File: src/rtl/rom_stream_pkg.sv
// Shared definitions for the ROM read streamer: FSM encoding and FIFO geometry.
package rom_stream_pkg;

  typedef enum logic [1:0] {
    ST_IDLE  = 2'd0,
    ST_RUN   = 2'd1,
    ST_DRAIN = 2'd2,
    ST_DONE  = 2'd3
  } state_t;

  localparam int FIFO_DEPTH = 4;
  localparam int PTR_WIDTH  = 2;
  localparam int CNT_WIDTH  = 3;

  function automatic logic [PTR_WIDTH-1:0] ptr_inc(input logic [PTR_WIDTH-1:0] ptr);
    return ptr + 2'd1;
  endfunction

endpackage

File: src/rtl/stream_fifo.sv
// Four-entry synchronous FIFO with show-ahead head; absorbs ROM words while the consumer stalls.
module stream_fifo
  import rom_stream_pkg::*;
#(
  parameter int DATA_WIDTH = 32,
  parameter int DEPTH      = FIFO_DEPTH
) (
  input  logic                  clk,
  input  logic                  rst_n,
  input  logic                  push,
  input  logic [DATA_WIDTH-1:0] push_data,
  input  logic                  pop,
  output logic [DATA_WIDTH-1:0] pop_data,
  output logic                  full,
  output logic                  empty,
  output logic [CNT_WIDTH-1:0]  count
);

  logic [DATA_WIDTH-1:0] mem_r [DEPTH];
  logic [PTR_WIDTH-1:0]  wr_ptr_r;
  logic [PTR_WIDTH-1:0]  rd_ptr_r;
  logic [CNT_WIDTH-1:0]  count_r;
  logic                  push_ok_s;
  logic                  pop_ok_s;

  // Qualify requests against occupancy so the pointers can never overrun.
  always_comb begin
    push_ok_s = 1'b0;
    pop_ok_s  = 1'b0;
    if (push && (count_r != CNT_WIDTH'(DEPTH))) begin
      push_ok_s = 1'b1;
    end else begin
      push_ok_s = 1'b0;
    end
    if (pop && (count_r != 3'd0)) begin
      pop_ok_s = 1'b1;
    end else begin
      pop_ok_s = 1'b0;
    end
  end

  // Storage, pointers and occupancy counter.
  always_ff @(posedge clk or negedge rst_n) begin
    if (!rst_n) begin
      for (int i = 0; i < DEPTH; i++) begin
        mem_r[i] <= '0;
      end
      wr_ptr_r <= 2'd0;
      rd_ptr_r <= 2'd0;
      count_r  <= 3'd0;
    end else begin
      if (push_ok_s) begin
        mem_r[wr_ptr_r] <= push_data;
        wr_ptr_r        <= ptr_inc(wr_ptr_r);
      end
      if (pop_ok_s) begin
        rd_ptr_r <= ptr_inc(rd_ptr_r);
      end
      case ({push_ok_s, pop_ok_s})
        2'b10:   count_r <= count_r + 3'd1;
        2'b01:   count_r <= count_r - 3'd1;
        default: count_r <= count_r;
      endcase
    end
  end

  assign pop_data = mem_r[rd_ptr_r];
  assign full     = (count_r == CNT_WIDTH'(DEPTH));
  assign empty    = (count_r == 3'd0);
  assign count    = count_r;

endmodule

File: src/rtl/rom_streamer.sv
// Burst reader for a registered-output ROM: walks a wrapping address range and
// streams each word out over valid/ready, buffering enough to ride out stalls.
module rom_streamer
  import rom_stream_pkg::*;
#(
  parameter int ADDR_WIDTH = 8,
  parameter int DATA_WIDTH = 32
) (
  input  logic                  clk,
  input  logic                  rst_n,
  input  logic                  start,
  input  logic [ADDR_WIDTH-1:0] base_addr,
  input  logic [ADDR_WIDTH:0]   length,
  output logic                  busy,
  output logic                  done,
  output logic [ADDR_WIDTH-1:0] rom_addr,
  input  logic [DATA_WIDTH-1:0] rom_q,
  output logic [DATA_WIDTH-1:0] out_data,
  output logic                  out_valid,
  input  logic                  out_ready
);

  state_t                state_r;
  logic [ADDR_WIDTH-1:0] rom_addr_r;
  logic [ADDR_WIDTH:0]   rem_r;
  logic                  v0_r;
  logic                  v1_r;
  logic                  busy_r;
  logic                  done_r;

  logic [DATA_WIDTH-1:0] fifo_data_s;
  logic                  fifo_full_s;
  logic                  fifo_empty_s;
  logic [CNT_WIDTH-1:0]  fifo_count_s;
  logic                  pop_s;
  logic [CNT_WIDTH-1:0]  inflight_s;
  logic                  can_issue_s;
  logic                  drain_done_s;

  stream_fifo #(
    .DATA_WIDTH(DATA_WIDTH),
    .DEPTH     (FIFO_DEPTH)
  ) u_fifo (
    .clk      (clk),
    .rst_n    (rst_n),
    .push     (v1_r),
    .push_data(rom_q),
    .pop      (pop_s),
    .pop_data (fifo_data_s),
    .full     (fifo_full_s),
    .empty    (fifo_empty_s),
    .count    (fifo_count_s)
  );

  // Reads are only issued when a FIFO slot is already reserved for them,
  // so a push can never meet a full FIFO.
  always_comb begin
    pop_s        = (!fifo_empty_s) && out_ready;
    inflight_s   = {2'b00, v0_r} + {2'b00, v1_r};
    can_issue_s  = 1'b0;
    drain_done_s = 1'b0;
    if ((rem_r != '0) && !fifo_full_s && ((fifo_count_s + inflight_s) < 3'd4)) begin
      can_issue_s = 1'b1;
    end else begin
      can_issue_s = 1'b0;
    end
    // Leaving DRAIN on the last pop lets done land in the very next cycle.
    if (!v0_r && !v1_r && (fifo_empty_s || ((fifo_count_s == 3'd1) && pop_s))) begin
      drain_done_s = 1'b1;
    end else begin
      drain_done_s = 1'b0;
    end
  end

  // Burst FSM, address/remaining counters and the two-stage read-valid pipeline.
  always_ff @(posedge clk or negedge rst_n) begin
    if (!rst_n) begin
      state_r    <= ST_IDLE;
      rom_addr_r <= '0;
      rem_r      <= '0;
      v0_r       <= 1'b0;
      v1_r       <= 1'b0;
      busy_r     <= 1'b0;
      done_r     <= 1'b0;
    end else begin
      v1_r   <= v0_r;
      v0_r   <= 1'b0;
      done_r <= 1'b0;
      case (state_r)
        ST_IDLE: begin
          if (start) begin
            busy_r <= 1'b1;
            if (length == '0) begin
              state_r <= ST_DONE;
              done_r  <= 1'b1;
            end else begin
              state_r    <= ST_RUN;
              rom_addr_r <= base_addr;
              v0_r       <= 1'b1;
              rem_r      <= length - {{ADDR_WIDTH{1'b0}}, 1'b1};
            end
          end
        end
        ST_RUN: begin
          if (rem_r == '0) begin
            state_r <= ST_DRAIN;
          end else if (can_issue_s) begin
            rom_addr_r <= rom_addr_r + {{(ADDR_WIDTH-1){1'b0}}, 1'b1};
            v0_r       <= 1'b1;
            rem_r      <= rem_r - {{ADDR_WIDTH{1'b0}}, 1'b1};
          end
        end
        ST_DRAIN: begin
          if (drain_done_s) begin
            state_r <= ST_DONE;
            done_r  <= 1'b1;
          end
        end
        ST_DONE: begin
          state_r <= ST_IDLE;
          busy_r  <= 1'b0;
        end
        default: begin
          state_r <= ST_IDLE;
          busy_r  <= 1'b0;
        end
      endcase
    end
  end

  assign rom_addr  = rom_addr_r;
  assign busy      = busy_r;
  assign done      = done_r;
  assign out_data  = fifo_data_s;
  assign out_valid = !fifo_empty_s;

endmodule

File: config.mk
export PLATFORM = sky130hd
export DESIGN_NAME = rom_streamer
export DESIGN_NICKNAME = d
export VERILOG_FILES = /design/src/rtl/rom_stream_pkg.sv /design/src/rtl/stream_fifo.sv /design/src/rtl/rom_streamer.sv
export SDC_FILE = /design/constraint.sdc
export NUM_CORES = 1
export LEC_CHECK = 0
export ABC_AREA = 1
export CAP_MARGIN = 10
export CORE_MARGIN = 10
export CORE_UTILIZATION = 45
export DETAILED_ROUTE_END_ITERATION = 12
export GPL_TIMING_DRIVEN = 0
export PLACE_DENSITY = 0.78
export SYNTH_ARGS = -nofsm -noshare
export SYNTH_HDL_FRONTEND = slang
export SYNTH_SLANG_ARGS = --single-unit
export TNS_END_PERCENT = 10
File: constraint.sdc
create_clock -name clk -period 2.1 [get_ports clk]
set_input_delay 0.21 -clock clk [delete_from_list [all_inputs] [get_ports clk]]
set_output_delay 0.21 -clock clk [all_outputs]
set_load 0.05 [all_outputs]
* Word level (Yosys, flattened, before mapping)
Cells that the tools add are included.
Storage, ports and cells: flip-flop bits (word level) 158, latch bits 0, RAM bits 0, memory bits (read-only) 0, input port bits 53, output and inout port bits 43, word-level logic and storage cells 106, memories kept 0
Cells by class: add/sub/neg operators 9, multiply operators 0, div/mod/pow operators 0, magnitude comparators 4, equal/unequal tests 14, shift operators 0, multiplexer cells 37, bitwise logic cells 2, reductions and logical operators 26
Operators with widths (count):
- 128-bit bitwise mux | 1
- 32-bit two-way mux | 3
- 32-bit binary-select mux with 2-bit select | 1
- 32-bit demux with 2-bit select | 1
- 9-bit two-way mux | 4
- 8-bit two-way mux | 4
- 9-bit zero test | 2
- 9-bit case mux with 2 select lines | 1
- 9-bit by 1-bit subtractor with 9-bit output (second input constant) | 2
- 8-bit case mux with 2 select lines | 1
- 1-bit two-way mux | 12
- 2-bit != test (second input constant) | 6
- 1-bit logical AND | 9
- 9-bit nonzero test | 1
- 8-bit by 1-bit adder with 8-bit output (second input constant) | 1
- 2-bit two-way mux | 4
- 2-bit case mux with 4 select lines | 1
- 2-bit equality test (second input constant) | 3
- 3-bit greater-or-equal comparator (second input constant) | 2
- 2-bit inverter with 3-bit output | 2
- 1-bit case mux with 2 select lines | 3
- 3-bit case mux with 2 select lines | 1
- 2-bit nonzero test | 3
- 5-bit AND reduction | 1
- other kinds (18) | 23

* Longest topological paths before layout
word-level depth 9, mapped depth 14, depth with buffers taken out 13

* Modules after synthesis
Synthesis repeated with hierarchy kept, for this count alone.
Unflattened totals: cells, all modules 1122, area, all modules 8529.4 µm²
Modules (own cells, without submodules):
- stream_fifo | times used 1, cells each 841, area an instance 6708.9 µm², seq. area each 3378.2 µm²
- rom_streamer | times used 1, cells each 281, area an instance 1820.5 µm², seq. area each 575.6 µm²

* Worst setup path before layout
OpenSTA, ideal clock, no wires.
path type register to register, start point reg u_fifo.count_r[0], in the netlist u_fifo.count[0], end point reg u_fifo.count_r[2], in the netlist u_fifo.count[2], setup time 118 ps, data arrival time 1896 ps, data required time 1982 ps, slack 86 ps, cell stages (with the launch flop) 11, period minus slack after synthesis 2014 ps, cell sequence dfrtp_1 > inv_1 > ha_1 > nand2_1 > nand2_1 > inv_1 > ha_1 > nor2_1 > o21ai_0 > xor2_1 > inv_1
On the way: longest elaborated chain between the ends 7, elaborated cells between the ends (all ways) 15, classes of those cells add/sub (2); eq/ne (3); mux (3); reduce/logical (7)
Ends and longest elaborated chain:
- start, declared | line stream_fifo.sv:22 | logic [CNT_WIDTH-1:0] count_r;
- start signal, assigned | line stream_fifo.sv:60 | 2'b10: count_r <= count_r + 3'd1;
- start signal, assigned | line stream_fifo.sv:61 | 2'b01: count_r <= count_r - 3'd1;
- start signal, assigned | line stream_fifo.sv:62 | default: count_r <= count_r;
- 3-bit zero test (*) | line stream_fifo.sv:69 | assign empty = (count_r == 3'd0);
- 1-bit zero test (*)
- via out_valid | line rom_streamer.sv:19 | output logic out_valid,
- 1-bit logical AND (*) | line rom_streamer.sv:58 | pop_s = (!fifo_empty_s) && out_ready;
- 1-bit logical AND (*) | line stream_fifo.sv:35 | if (pop && (count_r != 3'd0)) begin
- 1-bit two-way mux (*) | line stream_fifo.sv:35
- via u_fifo.pop_ok_s | line stream_fifo.sv:24 | logic pop_ok_s;
- 2-bit by 1-bit equality test with 1-bit output / 2-bit equality test (equally long branches) | line stream_fifo.sv:59 | case ({push_ok_s, pop_ok_s})
- 3-bit case mux with 2 select lines / 2-bit nonzero test (equally long branches)
The timed path passes the listed nets; every way through them passes the cells marked *. A chain may end at the register's enable or synchronous reset.

* Final worst setup path
start point reg u_fifo.rd_ptr_r[0], end point out out_data[12]
On the way: longest elaborated chain between the ends 4
Ends and longest elaborated chain:
- start, declared | line stream_fifo.sv:21 | logic [PTR_WIDTH-1:0] rd_ptr_r;
- start signal, assigned | line stream_fifo.sv:57 | rd_ptr_r <= ptr_inc(rd_ptr_r);
- 2-bit inverter with 3-bit output (not written as such) | line stream_fifo.sv:67 | assign pop_data = mem_r[rd_ptr_r];
- 32-bit binary-select mux with 2-bit select | line stream_fifo.sv:67
- 32-bit two-way mux (not written as such) (2 in a row) | line stream_fifo.sv:67
- end, declared | line rom_streamer.sv:18 | output logic [DATA_WIDTH-1:0] out_data,
No other way between the ends. The select of a mux whose other input is x is not followed.

==> reports/metrics.yaml <==
clocking:
  clock_latency_ns: 0.43
  htreeDepth: 4
  clockBufferDepth: 2
  numClockSinks: 158
  cts_tree: "done"
  cts-buffers-inserted: 17
  root_buffer: "clkbuf_16"
  clkSlewWorstSetupHoldPaths_ns: 0.06
critical_path:
  worst_ep_arrival_time_ns: 1.94
  path_delay_family: "buffers and inverters"
  crit_path_end_kind: "output pin"
  startpoint: "u_fifo.rd_ptr_r[0]"
  cp_slowest_cell: "clkbuf_1"
  cp_num_buf_inv: 2
  path_cells: "clkbuf_1 -> o21ai_0 -> o22ai_2 -> buf_4"
  cpPeakStageDelay_ns: 0.44
  r2r_end: "rem_r[4]"
  path_max_fanout: 10
  r2r_setup_slack_ns: 0.17
  reg2reg_from: "state_r[1]"
  critPathLaunchType: "register"
  path_class: "register to output pin"
  required_ns: 1.89
  rr_worst_depth: 11
placement:
  dp_hpwl_um: 14100
  dpl_worst_slack_ns: -0.462
  portBuffers: 95
  gp_congestion: 0.859
die:
  fp.dieW_um: 151
  row_count: 47
  num_io_pins: 96
  core_area_um2: 16600
  chipHeight_um: 151
  die_area_um2: 22700
  start_util_pct: 46.0
synth:
  synth_commonest_cells: "nand2_1, o21ai_0, dfrtp_1"
  synthCells: 944
  synth_edf_count: 0
  seq_area_frac_synth_pct: 51.6
  synth_top_cell_by_area: "dfrtp_1"
  synth_ff_type: "dfrtp_1"
  synth_area_um2: 7660
  synth_xor_area_share_pct: 0.914
  synth_seq_cells: 158
  yosysUniqueCellTypes: 31
  yosys.area_share.simple_pct: 21.0
  synth_top_area_share_pct: 51.6
  ys_top_cells_by_area: "dfrtp_1, nand2_1, o21ai_0"
  synth_fa_ha_area_share_pct: 2.61
  synth_top_family_by_area: "simple AND/OR/NAND/NOR gates"
  avgSynthCellArea_um2: 8.12
  synth.most_common_cell: "nand2_1"
  synth_nets: 1013
  ys_warn_count: 0
  async_flop_share_pct: 100
  muxShareOfSynthArea_pct: 0
  synth_compound_area_share_pct: 16.5
routing:
  firstDrtPassIters: 5
  routed_wl_um: 21300
  vias: 6892
  drt-initial-drc-count: 571
  drc: 0
  ant_nets: 0
  via_per_inst: 5.32
  wire_per_inst_um: 16.5
finish:
  area_growth_pct: 25.7
  drive_gt1_share_pct: 14.3
  antenna_cells: 0
  post-route-util_pct: 57.9
  fill_cells: 1446
  fin_nets: 1131
sta:
  slew_violations: 0
  finalSetupTns_ns: -0.0537
  hold_viol_final: 0
  finalClockSkew_ns: 0.00959
  period_needed_ns: 2.15
  tightest_slew_ns: 0.620
  layout_setup_ws_ns: -0.0516
  max_freq_ghz: 0.465
  setup_viol: 2
  finalCritPeriodShare_pct: 102
  rsz0062_at_grt: "true"
  relSlewSlack_pct: 58.7
grt:
  grt_pass1_vias: 6912
  antenna_found_initial: 0
  grt_pass1_wl_um: 34800
  grt_max_degree: 95
  grt_overflow_total: 0
  grt_use_total_pct: 19.2
run_status:
  status: "finished, violations left"
  violations: "negative setup slack"
worst_hold_path:
  min_path_type: "input pin to asynchronous set/reset pin"
run:
  drv_cap: 0
## layer usage
layer / track usage [%] / part of all wire, % / up-vias
met1: 23.9 / 42 / 3325
met5: 0 / 0 / -
met3: 5.85 / 8.1 / 25
li1: - / - / 3288
met4: 6.66 / 1.3 / 0
met2: 30.9 / 49 / 254
## state kept, by name, indices dropped and copies added (netlist names), 2 cells and up
name and flops:
u_fifo.wr_ptr_r 2, state_r 2, rem_r 9, u_fifo.mem_r 128, u_fifo.count 3, u_fifo.rd_ptr_r 2, rom_addr 8
## cells in the final DEF, fill, tap and decap left out, drive strengths merged
cell type / netlist / layout
a21boi: 1 / 1
buf: 38 / 73
bufinv: 0 / 3
clkbuf: 12 / 34
clkdlybuf4s15: 0 / 1
clkdlybuf4s50: 0 / 61
clkinv: 2 / 7
clkinvlp: 0 / 3
dfrtp: 158 / 158
dlygate4sd3: 0 / 1
ha: 16 / 16
inv: 82 / 82
nand2: 260 / 260
nand3: 33 / 33
nand3b: 2 / 2
nand4: 1 / 1
nor2: 88 / 88
nor3: 1 / 1
o21ai: 208 / 208
o21bai: 1 / 1
o22ai: 32 / 32
or2: 1 / 1
xnor2: 4 / 4
xor2: 4 / 4
## repair_timing
item / CTS / global route
hold buffers: 1 / 0
resized for setup: 221 / 30
hold endpoints to repair: 64 / 0
pin swaps: 2 / 3
gates cloned: 0 / 1
setup endpoints to repair: 33 / 37
setup buffers: 0 / 1
## cell families after synthesis
| kind of cell | Yosys count |
|---|---|
| DFF | 158 |
| AOI/OAI and AO/OA | 242 |
| adders and majority gates | 16 |
| xor gates and xnor gates | 8 |
| buffers and inverters | 134 |
| and+or+nand+nor | 386 |
## worst max path at each step
stage | to | slack [ns] | cells after the start
global route | out_data[12] | -0.05 | 4
detailed placement | out_data[21] | -0.46 | 7
floorplan | u_fifo.count[2] | 0.09 | 10
finish | out_data[12] | -0.05 | 4
global placement | rom_addr[6] | -5.55 | 1
CTS | out_data[12] | -0.06 | 7
## layout make-up
class	count	area [µm²]	area share (%)
Clock buffer	21	450	4.67
Inverter	84	320	3.32
Timing Repair Buffer	99	958	9.95
Multi-Input combinational cell	652	3210	33.3
Tap cell	220	275	2.86
Clock inverter	11	141	1.47
Buffer	50	323	3.35
Sequential cell	158	3960	41.0
## stage by stage
step	std cells	hold slack, ns	area (µm²)
finish	1295	0.349	9640
global route	1295	0.421	9640
CTS	1293	0.385	9530
detailed placement	1260	0.251	8920
global placement	1259	0.407	8890
floorplan	944	-0.0856	7660
Power is not shown: default switching activity piles up to over one toggle a cycle in this logic, so the estimate is an artifact.
